**config.mk**
```make
export PLATFORM = sky130hd
export DESIGN_NAME = vga_pattern_gen_flat
export DESIGN_NICKNAME = d
export VERILOG_FILES = /design/src/rtl/vga_pattern_gen_pkg.sv /design/src/rtl/vga_pattern_gen_if.sv /design/src/rtl/vga_pattern_gen_box_fsm.sv /design/src/rtl/vga_pattern_gen.sv /design/src/flat_wrapper.sv
export SDC_FILE = /design/constraint.sdc
export NUM_CORES = 1
export LEC_CHECK = 0
export BUFFER_PORTS_ARGS = -buffer_cell sky130_fd_sc_hd__clkbuf_2
export CORE_AREA = 2 2 113 115
export CTS_CLUSTER_DIAMETER = 40
export DETAILED_ROUTE_END_ITERATION = 8
export DIE_AREA = 0 0 115 117
export PLACE_DENSITY = 0.73
export SYNTH_ARGS = -nofsm -noshare
export SYNTH_HDL_FRONTEND = slang
export SYNTH_HIERARCHICAL = 1
export SYNTH_SLANG_ARGS = --single-unit
export TNS_END_PERCENT = 1
```
**constraint.sdc**
```tcl
create_clock -name CLK -period 5.5 [get_ports CLK]
set_input_delay 1.1 -clock CLK [delete_from_list [all_inputs] [get_ports CLK]]
set_output_delay 1.1 -clock CLK [all_outputs]
set_load 0.02 [all_outputs]
```
**src/rtl/vga_pattern_gen_pkg.sv**
```systemverilog
// Shared definitions for the VGA test-pattern generator and its overlay users:
// mode codes, box direction states and the colour-bar table.
package vga_pattern_gen_pkg;

    typedef enum logic [2:0] {
        MODE_BLACK  = 3'd0,
        MODE_GRAD   = 3'd1,
        MODE_BARS   = 3'd2,
        MODE_CHECK  = 3'd3,
        MODE_SOLID  = 3'd4,
        MODE_SCROLL = 3'd5,
        MODE_BOX    = 3'd6,
        MODE_RSVD   = 3'd7
    } mode_e;

    typedef enum logic {
        DIR_INC = 1'b0,
        DIR_DEC = 1'b1
    } dir_e;

    // Bar colours as {R,G,B} on/off bits, left to right.
    function automatic logic [2:0] bar_rgb(input logic [2:0] idx);
        logic [2:0] c;
        c = 3'b000;
        case (idx)
            3'd0:    c = 3'b111;
            3'd1:    c = 3'b110;
            3'd2:    c = 3'b011;
            3'd3:    c = 3'b010;
            3'd4:    c = 3'b101;
            3'd5:    c = 3'b100;
            3'd6:    c = 3'b001;
            default: c = 3'b000;
        endcase
        return c;
    endfunction

endpackage

```
**src/rtl/vga_pattern_gen_if.sv**
```systemverilog
// Pixel-stream bundle between the timing generator, the pattern
// generator and the DAC driver.
interface vga_pattern_gen_if #(
    parameter int CW = 8,
    parameter int HW = 10,
    parameter int VW = 10
);
    logic          VIDON;
    logic [HW-1:0] HC;
    logic [VW-1:0] VC;
    logic [17:0]   SW;
    logic [CW-1:0] R;
    logic [CW-1:0] G;
    logic [CW-1:0] B;
    logic          VID_Q;
    logic [7:0]    FRAME;

    modport master (
        output VIDON, HC, VC, SW,
        input  R, G, B, VID_Q, FRAME
    );

    modport slave (
        input  VIDON, HC, VC, SW,
        output R, G, B, VID_Q, FRAME
    );
endinterface

```
**src/rtl/vga_pattern_gen_box_fsm.sv**
```systemverilog
// One axis of the bouncing box: a position that ping-pongs between 0
// and LIMIT, turning on the step that reaches either end.
module vga_box_fsm
    import vga_pattern_gen_pkg::*;
#(
    parameter int LIMIT = 608,
    parameter int WIDTH = 10
) (
    input  logic             clk_i,
    input  logic             rst_ni,
    input  logic             step_i,
    output logic [WIDTH-1:0] pos_o
);

    localparam logic [WIDTH-1:0] LIM = WIDTH'(LIMIT);

    dir_e             state_q, state_d;
    logic [WIDTH-1:0] pos_q, pos_d;

    always_ff @(posedge clk_i or negedge rst_ni) begin
        if (!rst_ni) begin
            state_q <= DIR_INC;
            pos_q   <= '0;
        end else begin
            state_q <= state_d;
            pos_q   <= pos_d;
        end
    end

    always_comb begin
        state_d = state_q;
        pos_d   = pos_q;
        if (step_i) begin
            unique case (state_q)
                DIR_INC: begin
                    pos_d = pos_q + WIDTH'(1);
                    if (pos_d == LIM) state_d = DIR_DEC;
                end
                DIR_DEC: begin
                    pos_d = pos_q - WIDTH'(1);
                    if (pos_d == '0) state_d = DIR_INC;
                end
                default: ;
            endcase
        end
    end

    assign pos_o = pos_q;

endmodule

```
**src/rtl/vga_pattern_gen.sv**
```systemverilog
// Two-stage registered test-pattern generator: stage 1 captures the pixel
// position and the frame-latched settings, stage 2 registers the colour.
module vga_pattern_gen
    import vga_pattern_gen_pkg::*;
#(
    parameter int CW       = 8,
    parameter int HW       = 10,
    parameter int VW       = 10,
    parameter int H_ACTIVE = 640,
    parameter int V_ACTIVE = 480,
    parameter int BOX      = 32
) (
    input  logic CLK,
    input  logic RST_N,
    vga_pattern_gen_if.slave vif
);

    logic          vid1_q;
    logic [HW-1:0] hc1_q;
    logic [VW-1:0] vc1_q;
    mode_e         mode_q, mode_d;
    logic [2:0]    shift_q, shift_d;
    logic [11:0]   solid_q, solid_d;
    logic [7:0]    frame_q, frame_d;

    logic          vid2_q;
    logic [CW-1:0] r_q, g_q, b_q;
    logic [CW-1:0] r_d, g_d, b_d;

    logic          frame_bnd;
    logic          box_step;
    logic [HW-1:0] bx;
    logic [VW-1:0] by;
    logic          in_box;
    logic [2:0]    bar_idx;
    logic [2:0]    bar_c;
    logic [3:0]    chk_sft;
    logic [HW-1:0] hc_sh;
    logic [VW-1:0] vc_sh;
    logic          tile;

    function automatic logic [CW-1:0] rep_nibble(input logic [3:0] n);
        logic [CW-1:0] v;
        v = '0;
        for (int i = 0; i < CW; i++) v[CW-1-i] = n[3-(i%4)];
        return v;
    endfunction

    assign frame_bnd = (vif.HC == '0) && (vif.VC == '0);
    // Step decision uses the mode being latched on this boundary.
    assign box_step  = frame_bnd && (vif.SW[17:15] == MODE_BOX);

    always_comb begin
        mode_d  = mode_q;
        shift_d = shift_q;
        solid_d = solid_q;
        frame_d = frame_q;
        if (frame_bnd) begin
            mode_d  = mode_e'(vif.SW[17:15]);
            shift_d = vif.SW[14:12];
            solid_d = vif.SW[11:0];
            frame_d = frame_q + 8'd1;
        end
    end

    vga_box_fsm #(.LIMIT(H_ACTIVE - BOX), .WIDTH(HW)) u_box_x (
        .clk_i  (CLK),
        .rst_ni (RST_N),
        .step_i (box_step),
        .pos_o  (bx)
    );

    vga_box_fsm #(.LIMIT(V_ACTIVE - BOX), .WIDTH(VW)) u_box_y (
        .clk_i  (CLK),
        .rst_ni (RST_N),
        .step_i (box_step),
        .pos_o  (by)
    );

    // Comparator chain instead of a divide; anything past the last bar saturates.
    always_comb begin
        bar_idx = 3'd7;
        for (int i = 6; i >= 0; i--) begin
            if (int'(hc1_q) < ((i + 1) * H_ACTIVE) / 8) bar_idx = 3'(i);
        end
    end

    assign bar_c   = bar_rgb(bar_idx);
    assign chk_sft = {1'b0, shift_q} + 4'd2;
    assign hc_sh   = hc1_q >> chk_sft;
    assign vc_sh   = vc1_q >> chk_sft;
    assign tile    = hc_sh[0] ^ vc_sh[0];

    assign in_box = (int'(hc1_q) >= int'(bx)) &&
                    (int'(hc1_q) <  int'(bx) + BOX) &&
                    (int'(vc1_q) >= int'(by)) &&
                    (int'(vc1_q) <  int'(by) + BOX);

    always_comb begin
        r_d = '0;
        g_d = '0;
        b_d = '0;
        if (vid1_q) begin
            case (mode_q)
                MODE_GRAD: begin
                    r_d = CW'(hc1_q);
                    g_d = CW'(vc1_q);
                    b_d = CW'(vc1_q);
                end
                MODE_BARS: begin
                    r_d = {CW{bar_c[2]}};
                    g_d = {CW{bar_c[1]}};
                    b_d = {CW{bar_c[0]}};
                end
                MODE_CHECK: begin
                    r_d = {CW{tile}};
                    g_d = {CW{tile}};
                    b_d = {CW{tile}};
                end
                MODE_SOLID: begin
                    r_d = rep_nibble(solid_q[11:8]);
                    g_d = rep_nibble(solid_q[7:4]);
                    b_d = rep_nibble(solid_q[3:0]);
                end
                MODE_SCROLL: begin
                    r_d = CW'(hc1_q) + CW'(frame_q);
                    g_d = CW'(vc1_q);
                    b_d = CW'(hc1_q) - CW'(frame_q);
                end
                MODE_BOX: begin
                    if (in_box) begin
                        r_d = '1;
                        g_d = '1;
                        b_d = '1;
                    end else begin
                        b_d[CW-1] = 1'b1;
                    end
                end
                default: ;
            endcase
        end
    end

    always_ff @(posedge CLK or negedge RST_N) begin
        if (!RST_N) begin
            vid1_q  <= 1'b0;
            hc1_q   <= '0;
            vc1_q   <= '0;
            mode_q  <= MODE_BLACK;
            shift_q <= '0;
            solid_q <= '0;
            frame_q <= '0;
            vid2_q  <= 1'b0;
            r_q     <= '0;
            g_q     <= '0;
            b_q     <= '0;
        end else begin
            vid1_q  <= vif.VIDON;
            hc1_q   <= vif.HC;
            vc1_q   <= vif.VC;
            mode_q  <= mode_d;
            shift_q <= shift_d;
            solid_q <= solid_d;
            frame_q <= frame_d;
            vid2_q  <= vid1_q;
            r_q     <= r_d;
            g_q     <= g_d;
            b_q     <= b_d;
        end
    end

    assign vif.R     = r_q;
    assign vif.G     = g_q;
    assign vif.B     = b_q;
    assign vif.VID_Q = vid2_q;
    assign vif.FRAME = frame_q;

endmodule

```
**src/flat_wrapper.sv**
```systemverilog
// flat-port wrapper written by rule: the top's interface ports become plain ports
module vga_pattern_gen_flat import vga_pattern_gen_pkg::*;
#(
    parameter int CW       = 8,
    parameter int HW       = 10,
    parameter int VW       = 10,
    parameter int H_ACTIVE = 640,
    parameter int V_ACTIVE = 480,
    parameter int BOX      = 32
)
  (CLK, RST_N, vif_VIDON, vif_HC, vif_VC, vif_SW, vif_R, vif_G, vif_B, vif_VID_Q, vif_FRAME);
  vga_pattern_gen_if #(.CW(CW), .HW(HW), .VW(VW)) vif_i ();
  input  logic CLK;
  input  logic RST_N;
  input wire logic [$bits(vif_i.VIDON)-1:0] vif_VIDON;
  input wire logic [$bits(vif_i.HC)-1:0] vif_HC;
  input wire logic [$bits(vif_i.VC)-1:0] vif_VC;
  input wire logic [$bits(vif_i.SW)-1:0] vif_SW;
  output wire logic [$bits(vif_i.R)-1:0] vif_R;
  output wire logic [$bits(vif_i.G)-1:0] vif_G;
  output wire logic [$bits(vif_i.B)-1:0] vif_B;
  output wire logic [$bits(vif_i.VID_Q)-1:0] vif_VID_Q;
  output wire logic [$bits(vif_i.FRAME)-1:0] vif_FRAME;
  assign vif_i.VIDON = vif_VIDON;
  assign vif_i.HC = vif_HC;
  assign vif_i.VC = vif_VC;
  assign vif_i.SW = vif_SW;
  assign vif_R = vif_i.R;
  assign vif_G = vif_i.G;
  assign vif_B = vif_i.B;
  assign vif_VID_Q = vif_i.VID_Q;
  assign vif_FRAME = vif_i.FRAME;
  vga_pattern_gen #(.CW(CW), .HW(HW), .VW(VW), .H_ACTIVE(H_ACTIVE), .V_ACTIVE(V_ACTIVE), .BOX(BOX)) u_core (.CLK(CLK), .RST_N(RST_N), .vif(vif_i));
endmodule
```
== After elaboration in Yosys (flattened, before gate mapping) ==
Cells that the tools add are included.

* Multiplexer cells: 24
* Eq/ne operators: 15
* Magnitude comparators: 11
* $add $sub $neg: 10
* Bitwise operators: 3
* Shift-type cells: 2
* Reductions and logical operators: 11

{| class="wikitable"
|+ Operators with widths
! kind !! count
|-
| $pmux 8 s6 || 2
|-
| $lt 11x32->1 || 2
|-
| $logic_not 10->1 || 4
|-
| $pmux 10 s2 || 2
|-
| $pmux 8 s5 || 1
|-
| $mux 8 || 4
|-
| $lt 10x9->1 const B || 3
|-
| $add 10x6->11 const B || 2
|-
| $eq 3x3->1 const B || 7
|-
| $pmux 3 s7 || 1
|-
| $add 10x1->10 const B || 2
|-
| $ge 10x10->1 || 2
|-
| $lt 10x8->1 const B || 2
|-
| $shr 10x4->1 || 2
|-
| $sub 10x1->10 const B || 2
|-
| $eq 3x2->1 const B || 4
|-
| $mux 3 || 4
|-
| $eq 10x10->1 const B || 1
|-
| $eq 10x9->1 const B || 1
|-
| $lt 10x10->1 const B || 1
|-
| $lt 10x7->1 const B || 1
|-
| $add 8x1->8 const B || 1
|-
| $add 8x8->8 || 1
|-
| $sub 8x8->8 || 1
|-
| 11 further kinds || 23
|}

* Register bits after elaboration: 94
* Logic and storage cells: 91
* Output and inout port bits: 33
* Input bits: 41

== Longest topological paths before layout ==
* Depth after elaboration: 12
* Depth in mapped cells: 12
* Gate-level depth less buffers: 11

== By module ==
The synthesis kept the hierarchy.

{| class="wikitable"
|+ By module, submodules not included
! module !! seq. area each (um2) !! area an instance (um2) !! cells an instance !! instances
|-
| vga_pattern_gen || 1801.7 || 4670.7 || 486 || 1
|-
| vga_box_fsm (u_core.u_box_x) || 275.3 || 917.1 || 105 || 1
|-
| vga_box_fsm (u_core.u_box_y) || 275.3 || 862.1 || 100 || 1
|}

== Least setup slack after synthesis ==
Ideal clock, no wire load.

* Path kind: in2reg
* Start point: in vif_VC[0]
* End point: reg u_core.u_box_x.state_q
* Stages on the path: 6
* Path buffers: 0
* Arrival: 2857 ps
* Library setup time: 126 ps
* Slack: 2517 ps
* Required time: 5374 ps
* Cell sequence: nor4_1 nand3_1 nor4_1 and3b_1 nand4_1 a221o_1

* Cells in the longest elaborated chain, start to end: 3

{| class="wikitable"
|+ Ends and longest elaborated chain
! item !! line !! source
|-
| from (decl) || flat_wrapper.sv:17 || <nowiki>input wire logic [$bits(vif_i.VC)-1:0] vif_VC;</nowiki>
|-
| $logic_not 10->1 || vga_pattern_gen.sv:49 || <nowiki>assign frame_bnd = (vif.HC == '0) && (vif.VC == '0);</nowiki>
|-
| $logic_and 1x1->1 || vga_pattern_gen.sv:49 ||
|-
| $logic_and 1x1->1 || vga_pattern_gen.sv:51 || <nowiki>assign box_step = frame_bnd && (vif.SW[17:15] == MODE_BOX);</nowiki>
|-
| via u_core.box_step || vga_pattern_gen.sv:31 || <nowiki>logic box_step;</nowiki>
|-
| to (signal assigned) || vga_pattern_gen_box_fsm.sv:25 || <nowiki>state_q <= state_d;</nowiki>
|-
| to (decl) || vga_pattern_gen_box_fsm.sv:17 || <nowiki>dir_e state_q, state_d;</nowiki>
|}

The timed path passes the listed nets, and every way through them passes these cells.
A chain may end at the register's enable or synchronous reset.

== Worst setup path in the final report ==
* Start point: reg u_core.mode_q[2]
* End point: reg u_core.g_q[0], in the netlist u_core/vif.G[0]

* Cells in the longest elaborated chain, start to end: 4
* Elaborated cells between the ends (all ways): 9
* Classes of those cells: eq/ne (6); mux (2); reduce/logical (1)

{| class="wikitable"
|+ Ends and longest elaborated chain
! item !! line !! source
|-
| from (decl) || vga_pattern_gen.sv:21 || <nowiki>mode_e mode_q, mode_d;</nowiki>
|-
| from (signal assigned) || vga_pattern_gen.sv:161 || <nowiki>mode_q <= mode_d;</nowiki>
|-
| $eq 3x1->1 or $eq 3x3->1 (tied branches) || vga_pattern_gen.sv:104 || <nowiki>case (mode_q)</nowiki>
|-
| $reduce_or 2->1 (no line) || - ||
|-
| $pmux 8 s5 (*) || vga_pattern_gen.sv:104 ||
|-
| $mux 8 (*) || vga_pattern_gen.sv:103 || <nowiki>if (vid1_q) begin</nowiki>
|-
| via u_core.g_d[0] || vga_pattern_gen.sv:28 || <nowiki>logic [CW-1:0] r_d, g_d, b_d;</nowiki>
|-
| to (signal assigned) || vga_pattern_gen.sv:167 || <nowiki>g_q <= g_d;</nowiki>
|-
| to (decl) || vga_pattern_gen.sv:27 || <nowiki>logic [CW-1:0] r_q, g_q, b_q;</nowiki>
|}

The timed path passes the listed nets; every way through them passes the cells marked *.

==> impl_results.md <==
* Die Span Y at ~120 µm
* Hold buffers post-CTS at 0
* Routed Antenna Nets at 0
* Slew Limit Fails at 0
* Clk buf depth at 2
* Synth area leaders: dfrtp_1 (36%), ha_1 (10%), xnor2_1 (6.1%), nand2_1 (4.2%), mux2_2 (3.5%)
* Util after Layout at approximately 58%
* FF+latch count, synth at 94
* Dominant synthesized flop cell: dfrtp_1
* Clk_lat worst skew at 0.36 ns
* Syn_nets at about 800
* Mapped Cells at 691
* Worst-path clk slew at 0.07 ns
* Avg Cell Area, Syn at 9.33 µm²
* Area grow syn2layout at 10.4%
* Pleak at 0.00321 µW
* Die Wd at roughly 120 µm
* Most common cell in the netlist: dfrtp_1
* Worst vdd ir at 0.130 mV
* Layout cells sized above 1 at 18.1%
* CTS root buffer: clkbuf_16
* Final setup viols at 0
* Period utilization at 60.7%
* TritonCTS clock tree: done
* Final hold vios at 0
* Nets at 832
* Yosys Warn Count at 6
* CP max stage cell: dfrtp_1
* Hold path start: u_core/vid1_q$_DFF_PN0_
* Via Count at roughly 5.3k
* Vias/cell at 5.95
* FP Rows at 41
* Crit path kind: flip-flop to flip-flop
* Max-Cap Viols at 0
* Status: completed
* Post-synthesis compound-gate area fraction at 17.0%
* Post-Synth XOR/XNOR Area at 7.60%
* Core box area at ~12000 µm²
* Top-level I/O count at 74
* CP Launch Type: flip-flop
* Post-Synth Simple-Gate Area at 17.5%
* H-tree Lvls at 3
* Worst path required time at 5.80 ns
* Synth cell count leaders: dfrtp_1 (94), nand2_1 (73), ha_1 (53), xnor2_1 (45), nor2_1 (44)
* Slew @ Worst Pin at 1.25 ns
* DP HPWL at 11.5 mm
* R2R depth at 6
* Initial drt markers at 251
* Syn Std Cell Area at 6450 µm²
* Final hold slack at 0.424 ns
* Initial Utilization at approximately 52%
* DRC violations left at 0
* RSZ-0062 raised after global routing: no
* Largest net degree at the start of global routing at between 50 and 60
* Adder-Cell Fraction of Synth Area at 10.9%
* Post-synth top area share at 36.5%
* Number of synthesized flops with an enable pin at 0
* Post-Route WL at between 15 and 20 mm
* Global Route Usage Sum at 23.9%
* Crit path cell chain: inv_1, nor2_1, nand4_1, or4b_4, o211ai_1, o21a_1
* Overall power at 1500 µW
* Fraction of registers with async set/reset at 100%
* Initial antenna violation count at 0
* Vias in the first global route at 5159
* CP max stage delay at between 0.8 and 0.9 ns
* Pwr dens at approximately 210 nW/µm²
* Worst hold endpoint: u_core/vif.VID_Q$_DFF_PN0_
* Placer Congestion at between 0.9 and 1
* Post-CTS Setup Inserts at 0
* Hold depth at 0
* Reg2Reg Launch Point: u_core/mode_q[2]$_DFFE_PN0P_
* Inserted Diodes at 0
* Port Buffer Count at 73
* CTS Buf Count at 9
* Relative slew slack at about 16%
* Full die area at 13500 µm²
* Drt pass-1 iters at 4
* Crit. End Element: flip-flop
* Type of the most critical hold path: flip-flop to flip-flop
* Final WS setup at about 2.2 ns
* Seq/Total Area, Yosys at a little over a third
* Mux share of post-synthesis cell area at roughly 4.7%
* GR Overflow Total at 0
* Highest clock rate at 0.299 GHz
* Clk sinks at 94
* Library cells used by synthesis at between 70 and 80
* Buf/Inv on CP at 1
* FF-to-FF End: u_core/vif.G[0]$_DFF_PN0_
* Flop2flop setup slack at 2.16 ns
* Largest family of logic cells by synthesized area: simple AND/OR/NAND/NOR gates
* Place WS at 2.09 ns
* First-pass GRT wire length at 24.9 mm
* Setup TNS at 0 ns
* Max FO, Critical Path at 28
* Post-CTS Resized at 0
* Minimum clock period at 3.34 ns
* Worst path top cell family by delay: simple AND/OR/NAND/NOR gates
* Average wire per standard cell at 17.7 µm
* Fin Clk Skew at 0.0154 ns
* Synth area leader: dfrtp_1
* Data arrival, critical path at 3.64 ns
## flip-flops by register name (all words and copies together) (netlist names)
signal and cells:
u_core/solid_q 12, u_core/hc1_q 10, u_core/u_box_x/pos_o 10, u_core/u_box_y/pos_o 10
u_core/vc1_q 10, u_core/vif.B 8, u_core/vif.FRAME 8, u_core/vif.G 8
u_core/vif.R 8, u_core/mode_q 3, u_core/shift_q 3, u_core/u_box_x/state_q 1
u_core/u_box_y/state_q 1, u_core/vid1_q 1, u_core/vif.VID_Q 1
## layer usage
metal / GRT usage (%) / wire [µm]
met5: 0 / 0
met3: 5.41 / 794
met1: 28.0 / 6410
met2: 41.9 / 8090
met4: 10.7 / 455
## worst max-delay path by stage
stage                                  from                                  to  slack, ns  cells after the start
2_1_floorplan                     vif_VC[0]  u_core/u_box_x/state_q$_DFFE_PN0P_       2.52                      6
3_3_place_gp                      vif_HC[6]       u_core/solid_q[1]$_DFFE_PN0P_       2.18                      5
3_5_place_dp                      vif_HC[6]        u_core/mode_q[0]$_DFFE_PN0P_       2.09                      5
4_1_cts        u_core/mode_q[2]$_DFFE_PN0P_           u_core/vif.G[0]$_DFF_PN0_       2.18                      6
5_1_grt        u_core/mode_q[2]$_DFFE_PN0P_           u_core/vif.G[0]$_DFF_PN0_       1.93                      6
6_report       u_core/mode_q[2]$_DFFE_PN0P_           u_core/vif.G[0]$_DFF_PN0_       2.16                      6
## cell usage in the layout, fill, tap and decap left out, drive strengths merged, types with 11 or more instances in the layout
cell	count
nor4	12
a21oi	41
clkbuf	82
nand2	73
xnor2	45
ha	53
nand3	21
nand4	11
nor2	44
xor2	11
inv	47
o21a	15
dfrtp	94
o21ai	27
mux2	20
## power by group
part	total [µW]	internal (µW)	switching [µW]
combinational	112	49.3	62.3
sequential	719	699	19.9
clock	665	372	292
total	1500	1120	375
## metrics by stage
stage,cell area (µm²),instances
after floorplan,6450,691
after global placement,6810,875
after detailed placement,6810,875
after CTS,7120,891
after global routing,7120,891
final,7120,891
## logic make-up (layout without fill, tap and decap cells)
group           count (synthesis)  count (layout)
compound gates                158             158
fa+ha+maj                      55              55
simple gates                  219             219
mux                            25              25
buf+inv                        84             134
xor+xnor                       56              56
flops                          94              94
## final cells by class
class                           instances  area (µm²)
Multi-Input combinational cell        513        3730
Sequential cell                        94        2350
Tap cell                              150         188
Fill cell                            1069        5190
Clock inverter                          6        72.6
Inverter                               43         161
Timing Repair Buffer                   75         383
Clock buffer                           10         239
## worst reg2reg max path, delay by kind of cell, from the launching register on
kind | cells | cell delay (ns)
compound gates | 2 | 0.57
buf+inv | 1 | 0.39
simple gates | 3 | 1.43
flops | 1 | 0.89
(Power assumes the default switching activity.)
